## config.mk

```make
export PLATFORM = sky130hd
export DESIGN_NAME = fetch_stage
export DESIGN_NICKNAME = d
export VERILOG_FILES = /design/src/rtl/fetch_stage.sv
export SDC_FILE = /design/constraint.sdc
export NUM_CORES = 1
export LEC_CHECK = 0
export CAP_MARGIN = 20
export CORE_MARGIN = 4
export CORE_UTILIZATION = 42
export DETAILED_ROUTE_END_ITERATION = 10
export GPL_TIMING_DRIVEN = 0
export PLACE_DENSITY = 0.95
export SLEW_MARGIN = 20
export SYNTH_ARGS = -nofsm -noshare
export SYNTH_HDL_FRONTEND = slang
export SYNTH_SLANG_ARGS = --single-unit
```

## constraint.sdc

```tcl
create_clock -name clk -period 3.06 [get_ports clk]
set_input_delay 0.459 -clock clk [delete_from_list [all_inputs] [get_ports clk]]
set_output_delay 0.459 -clock clk [all_outputs]
set_load 0.03 [all_outputs]
```

## src/rtl/fetch_stage.sv

```systemverilog
// Instruction fetch stage with PA-RISC style delayed branching (PC/nPC pair)
// and an IF/ID pipeline register fed by a zero-latency instruction ROM.
module fetch_stage #(
  parameter int AW = 8,
  parameter int DW = 32
) (
  input  logic          clk,
  input  logic          reset,
  input  logic          le,
  input  logic          branch_taken,
  input  logic [AW-1:0] branch_target,
  input  logic          nullify,
  output logic [AW-1:0] rom_addr,
  input  logic [DW-1:0] rom_data,
  output logic [AW-1:0] pc_out,
  output logic [AW-1:0] npc_out,
  output logic [DW-1:0] ifid_instr,
  output logic [AW-1:0] ifid_pc,
  output logic          ifid_valid
);

  localparam logic [AW-1:0] WORD_STEP = AW'(4);

  logic [AW-1:0] pc_q, pc_d;
  logic [AW-1:0] npc_q, npc_d;
  logic [DW-1:0] ifid_instr_q, ifid_instr_d;
  logic [AW-1:0] ifid_pc_q, ifid_pc_d;
  logic          ifid_valid_q, ifid_valid_d;
  logic [AW-1:0] aligned_target;
  logic [AW-1:0] npc_seq;

  // Targets are forced to a word boundary so a misaligned address is never fetched.
  assign aligned_target = {branch_target[AW-1:2], 2'b00};
  assign npc_seq        = npc_q + WORD_STEP;

  always_comb begin
    pc_d         = pc_q;
    npc_d        = npc_q;
    ifid_instr_d = ifid_instr_q;
    ifid_pc_d    = ifid_pc_q;
    ifid_valid_d = ifid_valid_q;

    if (le) begin
      pc_d  = npc_q;
      npc_d = branch_taken ? aligned_target : npc_seq;
      if (!nullify) begin
        ifid_instr_d = rom_data;
        ifid_pc_d    = pc_q;
        ifid_valid_d = 1'b1;
      end
    end

    // A flush wins over a stall: the delay-slot instruction is squashed even when frozen.
    if (nullify) begin
      ifid_instr_d = '0;
      ifid_pc_d    = '0;
      ifid_valid_d = 1'b0;
    end
  end

  always_ff @(posedge clk) begin
    if (reset) begin
      pc_q         <= '0;
      npc_q        <= WORD_STEP;
      ifid_instr_q <= '0;
      ifid_pc_q    <= '0;
      ifid_valid_q <= 1'b0;
    end else begin
      pc_q         <= pc_d;
      npc_q        <= npc_d;
      ifid_instr_q <= ifid_instr_d;
      ifid_pc_q    <= ifid_pc_d;
      ifid_valid_q <= ifid_valid_d;
    end
  end

  assign rom_addr   = pc_q;
  assign pc_out     = pc_q;
  assign npc_out    = npc_q;
  assign ifid_instr = ifid_instr_q;
  assign ifid_pc    = ifid_pc_q;
  assign ifid_valid = ifid_valid_q;

endmodule

```

==> impl_metrics.env, run 1 <==
export IMPL_netlist_area_um2=2058
export IMPL_cts_buffers=5
export IMPL_wirelength_um=5044
export IMPL_crit_type="flop to output pin"
export IMPL_dieArea_um2=6085
export IMPL_drive_above_1_share=0.1034
export IMPL_finalClockSkew_ps=2.123
export IMPL_antenna_found_initial=0
export IMPL_synth_compound_area_share=0.05532
export IMPL_slew_viol_final=0
export IMPL_fin_crit_sh=0.6426
export IMPL_rows=25
export IMPL_leakagePower_nw=1.355
export IMPL_overflow=0
export IMPL_setup_viol_count_final=0
export IMPL_ys_ff_latch=51
export IMPL_wl_met1_um=1985
export IMPL_finalNonFillerCells=386
export IMPL_clk_latency_ps=290
export IMPL_critPathSlowestCell="clkdlybuf4s50_1"
export IMPL_p_total_w=0.001362
export IMPL_setup_tns_ps=0
export IMPL_seq_area_frac_synth=0.4960
export IMPL_cts_tree="built"
export IMPL_cap_violations=0
export IMPL_top_layer_used="met4"
export IMPL_ys_types=27
export IMPL_htreeDepth=2
export IMPL_fin_nets=364
export IMPL_worstPathArrival_ps=1510
export IMPL_final_hold_viol_count=0
export IMPL_fp_coreArea_um2=4723
export IMPL_drtIter0Drc=46
export IMPL_worstPathMaxFanout=8
export IMPL_grt_max_degree=15
export IMPL_path_delay_family="buffers and inverters"
export IMPL_yosys_warnings=0
export IMPL_status="finished, final reports clean"
export IMPL_required_ps=2600
export IMPL_gp_congestion=0.7376
export IMPL_drcViolationCount=0
export IMPL_antenna_diode_count=0
export IMPL_vias=1740
export IMPL_hold_class="flop to flop"
export IMPL_port_buffer_count=98
export IMPL_drtPass1Iterations=4
export IMPL_stdcell_area_um2=3231
export IMPL_wire_per_inst_um=13.07
export IMPL_place_area_um2=3149
export IMPL_synthAdderAreaFrac=0.006079
export IMPL_grt_usage=0.1674
export IMPL_ctsResizeCount=0
export IMPL_via_per_inst=4.508
export IMPL_cts_hold_buf=0
export IMPL_post_cts_buffers=0
export IMPL_chipHeight_um=78.01
export IMPL_endpoint_kind="output pin"
export IMPL_ant_nets=0
export IMPL_dr_wl_met3_um=453
export IMPL_cts_root_buf="clkbuf_8"
export IMPL_grt_pass1_wl_um=8190
export IMPL_path_clk_slew_ps=90
export IMPL_rsz0062_at_grt="false"
export IMPL_synth_cells=206
export IMPL_synth_mux_area_frac=0.2237
export IMPL_wl_met2_um=2564
export IMPL_grt_pass1_vias=1770
export IMPL_die_w_um=78.01
export IMPL_fin_crit_ps=1966
export IMPL_pin_count=110
export IMPL_powerDensity_nw_per_um2=421.7
export IMPL_fmax_mhz=508.6
export IMPL_cpPeakStageDelay_ps=730
export IMPL_synth_top_family_by_area="multiplexers"
export IMPL_clock_path_buffers=2
export IMPL_cts_sinks=51
export IMPL_nFillCells=378
export IMPL_syn_avg_cell_area_um2=9.991
export IMPL_cp_start_kind="flop"
export IMPL_placed_cells=378
export IMPL_area_delta_synth_final_pct=56.96
export IMPL_cp_num_buf_inv=1
export IMPL_synth_xor_area_frac=0
export IMPL_path_cells="clkdlybuf4s50_1"
export IMPL_floorplan_initialDensity=0.4358
export IMPL_synthSimpleGateAreaFrac=0.1271
export IMPL_hpwl_um=3956
export IMPL_vdd_drop_max_mv=0.3682
[cells in the final DEF (no fill, tap or decap)]
cell type        instances
a31oi_1                  1
dfxtp_1                 51
clkbuf_1                 5
nor3b_1                  2
clkbuf_8                 5
nor2_1                  47
nand2_1                  6
buf_2                    4
nand2b_1                 1
ha_1                     1
inv_1                    1
mux2i_1                 46
and2_0                   1
a21oi_1                  3
or2_1                    1
a211o_1                  1
a31o_2                   1
clkdlybuf4s50_1         98
o31a_1                   1
or2_2                    1
o21ai_0                  5
clkinv_2                 1
a211oi_1                 2
nand4_1                  1
nand3_1                  2
o41a_1                   1
buf_4                   20
conb_1                   8
o221ai_2                 1
nor2b_1                  1
[where the power goes]
group / total, W / internal [W] / leakage (nW) / switching, W
Clock: 0.000367 / 0.000161 / 0.0422 / 0.000206
Sequential: 0.000707 / 0.000687 / 0.416 / 0.0000194
Combinational: 0.000288 / 0.000146 / 0.897 / 0.000142
[layer usage]
metal / vias up / GRT usage
li1: 890 / -
met1: 780 / 0.1825
met2: 65 / 0.3005
met3: 5 / 0.06613
met4: 0 / 0.04371
met5: - / 0
[cells by family after synthesis]
logic type	after synthesis
buffers and inverters	28
AO/OA/AOI/OAI	16
multiplexers	46
adder cells (fa/ha/maj)	1
flip-flops	51
AND/OR/NAND/NOR	63
other	1
[state kept, by name, indices dropped and copies added (netlist names)]
| signal | cells |
|---|---|
| ifid_instr | 32 |
| ifid_pc | 6 |
| ifid_valid | 1 |
| npc_out | 6 |
| pc_out | 6 |
[through the flow]
step | hold WS [ps] | utilization | worst slack [ps]
floorplan | 557.6 | - | 1693
global placement | 445.0 | 0.6668 | 1120
detailed placement | 475.0 | 0.6668 | 1116
CTS | 494.0 | 0.6840 | 1067
global route | 521.9 | 0.6840 | 1027
finish | 488.8 | 0.6840 | 1094
[worst paths after layout]
check | slack (ps) | endpoint | depth (start not counted) | startpoint
setup / recovery | 1090 | npc_out[2] | 1 | npc_out[2]
hold / removal | 490 | ifid_valid | 2 | ifid_valid
setup reg to reg | 1820 | npc_out[6] | 4 | npc_out[2]
hold reg to reg | 490 | ifid_valid | 2 | ifid_valid
[Yosys cell counts]
library cell | number | area share
dfxtp_1 | 51 | 0.50
nor2_1 | 47 | 0.086
mux2i_1 | 46 | 0.22
buf_4 | 20 | 0.073
nand2_1 | 6 | 0.011
o21ai_0 | 5 | 0.012
buf_2 | 4 | 0.0097
a21oi_1 | 3 | 0.0073
clkbuf_1 | 3 | 0.0055
a211oi_1 | 2 | 0.0073
nand3_1 | 2 | 0.0049
nor3b_1 | 2 | 0.0073
a211o_1 | 1 | 0.0043
a31o_2 | 1 | 0.0043
a31oi_1 | 1 | 0.0030
and2_0 | 1 | 0.0030
conb_1 | 1 | 0.0018
ha_1 | 1 | 0.0061
inv_1 | 1 | 0.0018
nand2b_1 | 1 | 0.0030
nand4_1 | 1 | 0.0030
nor2b_1 | 1 | 0.0030
o221ai_2 | 1 | 0.0073
o31a_1 | 1 | 0.0043
o41a_1 | 1 | 0.0055
or2_1 | 1 | 0.0030
or2_2 | 1 | 0.0030
[area by class of cell]
type / count / area [um^2] / area share
Buffer: 27 / 181.4 / 0.05616
Clock buffer: 7 / 76.32 / 0.02363
Clock inverter: 1 / 5.005 / 0.001549
Inverter: 1 / 3.754 / 0.001162
Multi-Input combinational cell: 134 / 878.3 / 0.2719
Sequential cell: 51 / 1021 / 0.3160
Tap cell: 67 / 83.83 / 0.02595
Timing Repair Buffer: 98 / 980.9 / 0.3036
No activity file was read; power rests on OpenSTA's default activity.
==> inputs of run 2 (changes only) <==
--- a/config.mk
+++ b/config.mk
@@ -7,10 +7,10 @@
 export LEC_CHECK = 0
 export CAP_MARGIN = 20
 export CORE_MARGIN = 4
-export CORE_UTILIZATION = 42
+export CORE_UTILIZATION = 39
 export DETAILED_ROUTE_END_ITERATION = 10
 export GPL_TIMING_DRIVEN = 0
-export PLACE_DENSITY = 0.95
+export PLACE_DENSITY = 0.9
 export SLEW_MARGIN = 20
 export SYNTH_ARGS = -nofsm -noshare
 export SYNTH_HDL_FRONTEND = slang
==> constraint.sdc (replaced) <==
create_clock -name clk -period 1.9 [get_ports clk]
set_input_delay 0.285 -clock clk [delete_from_list [all_inputs] [get_ports clk]]
set_output_delay 0.285 -clock clk [all_outputs]
set_load 0.03 [all_outputs]
==> impl_metrics.env, run 2 (synthesis results as in run 1) <==
export IMPL_status="finished, final reports clean"
export IMPL_endpoint_kind="output pin"
export IMPL_drcViolationCount=0
export IMPL_drtIter0Drc=88
export IMPL_reg2reg_setup_slack_ps=660
export IMPL_setup_tns_ps=0
export IMPL_register_area_um2=1021
export IMPL_setup_viol_count_final=0
export IMPL_slew_viol_final=0
export IMPL_required_ps=1620
export IMPL_cts_root_buf="clkbuf_8"
export IMPL_leakagePower_nw=1.354
export IMPL_final_common_cell="clkdlybuf4s50_1"
export IMPL_antenna_diode_count=0
export IMPL_crit_type="flop to output pin"
export IMPL_cp_start_kind="flop"
export IMPL_area_delta_synth_final_pct=57.33
export IMPL_grt_pass1_wl_um=8086
export IMPL_die_w_um=80.65
export IMPL_grt_usage=0.1589
export IMPL_fin_nets=364
export IMPL_fin_crit_sh=0.9353
export IMPL_cts_buffers=5
export IMPL_chipHeight_um=80.65
export IMPL_fin_crit_ps=1777
export IMPL_path_clk_slew_ps=80
export IMPL_hpwl_um=3865
export IMPL_rows=26
export IMPL_cts_tree="built"
export IMPL_pin_count=110
export IMPL_floorplan_initialDensity=0.4030
export IMPL_layout_common_cells="clkdlybuf4s50_1 (98), dfxtp_1 (51), nor2_1 (47)"
export IMPL_clock_path_buffers=2
export IMPL_overflow=0
export IMPL_port_buffer_count=98
export IMPL_vdd_drop_max_mv=0.4073
export IMPL_via_per_inst=4.607
export IMPL_wirelength_um=4941
export IMPL_nFillCells=451
export IMPL_post_cts_buffers=0
export IMPL_powerDensity_nw_per_um2=678.8
export IMPL_dieArea_um2=6504
export IMPL_ctsResizeCount=0
export IMPL_finalClockSkew_ps=2.826
export IMPL_fp_coreArea_um2=5107
export IMPL_largest_reg_flops=32
export IMPL_grt_max_degree=16
export IMPL_gp_congestion=0.7470
export IMPL_rsz0062_at_grt="false"
export IMPL_path_delay_family="buffers and inverters"
export IMPL_worstPathMaxFanout=7
export IMPL_cts_hold_buf=0
export IMPL_ant_nets=0
export IMPL_multi_input_area_um2=878.3
export IMPL_path_cells="clkdlybuf4s50_1"
export IMPL_fmax_mhz=562.7
export IMPL_cp_num_buf_inv=1
export IMPL_cap_violations=0
export IMPL_cpPeakStageDelay_ps=730
export IMPL_clk_latency_ps=290
export IMPL_hold_class="input port to flop"
export IMPL_htreeDepth=2
export IMPL_drtPass1Iterations=4
export IMPL_worstPathArrival_ps=1490
export IMPL_fin_util=0.6340
export IMPL_cts_sinks=51
export IMPL_final_hold_viol_count=0
export IMPL_wire_per_inst_um=12.70
export IMPL_grt_pass1_vias=1780
export IMPL_vias=1792
export IMPL_critPathSlowestCell="clkdlybuf4s50_1"
export IMPL_drive_above_1_share=0.1066
export IMPL_antenna_found_initial=0
run 2: cell count changes in the layout (fill, tap and decap cells not counted), sizes merged:
cell      change
clkbuf        -1
clkinvlp      +1
run 2: final cells by class:
| cell class | count | area share |
|---|---|---|
| repair buffers | 98 | 0.3029 |
| multi-input cells | 134 | 0.2713 |
| inverters | 1 | 0.001159 |
| well taps | 70 | 0.02705 |
| clock buffers | 6 | 0.02241 |
| plain buffers | 27 | 0.05603 |
| flip-flops and latches | 51 | 0.3153 |
| clock inverters | 2 | 0.003864 |
run 2: power by group:
| part | internal [W] | switching, W |
|---|---|---|
| logic | 0.000235 | 0.000229 |
| registers | 0.00111 | 0.0000314 |
| clock network | 0.000258 | 0.000338 |
run 2: through the flow:
step	hold slack (ps)	setup slack, ps	instance area (um^2)	std cells	total power [W]
6_report	411.7	122.9	3238	389	0.002198
5_1_grt	429.4	53.48	3238	389	0.002321
4_1_cts	409.2	92.08	3238	389	0.002232
3_5_place_dp	455.2	121.9	3153	381	0.001630
3_3_place_gp	445.0	158.4	3153	381	0.001622
2_1_floorplan	383.6	533.3	2085	213	0.001424
run 2: worst paths after layout:
path,from,endpoint,depth (start not counted)
max,npc_out[3],npc_out[3],1
max reg2reg,npc_out[3],npc_out[6],4
min reg2reg,ifid_valid,ifid_valid,2
min,le,npc_out[5],3
run 2: layer usage:
metal / part of all wire / vias up / global-route usage
met5: 0 / - / 0
met1: 0.40 / 828 / 0.1804
met2: 0.49 / 67 / 0.2724
met3: 0.10 / 2 / 0.06502
li1: - / 895 / -
met4: 0.0049 / 0 / 0.04561
==> inputs of run 3 (changes only) <==
==> constraint.sdc (replaced) <==
create_clock -name clk -period 2 [get_ports clk]
set_input_delay 0.3 -clock clk [delete_from_list [all_inputs] [get_ports clk]]
set_output_delay 0.3 -clock clk [all_outputs]
set_load 0.03 [all_outputs]
==> results of run 3 <==
The final DEF is identical to that of run 2. Status: finished, final reports clean.
Main changes from that run: setup slack after placement 121.9 ps -> 206.9 ps; setup slack after layout 122.9 ps -> 207.9 ps; hold slack 411.7 ps -> 426.7 ps; register-to-register setup slack 660 ps -> 760 ps; total power 0.002198 W -> 0.002088 W; worst IR drop on VDD 0.4073 mV -> 0.3870 mV
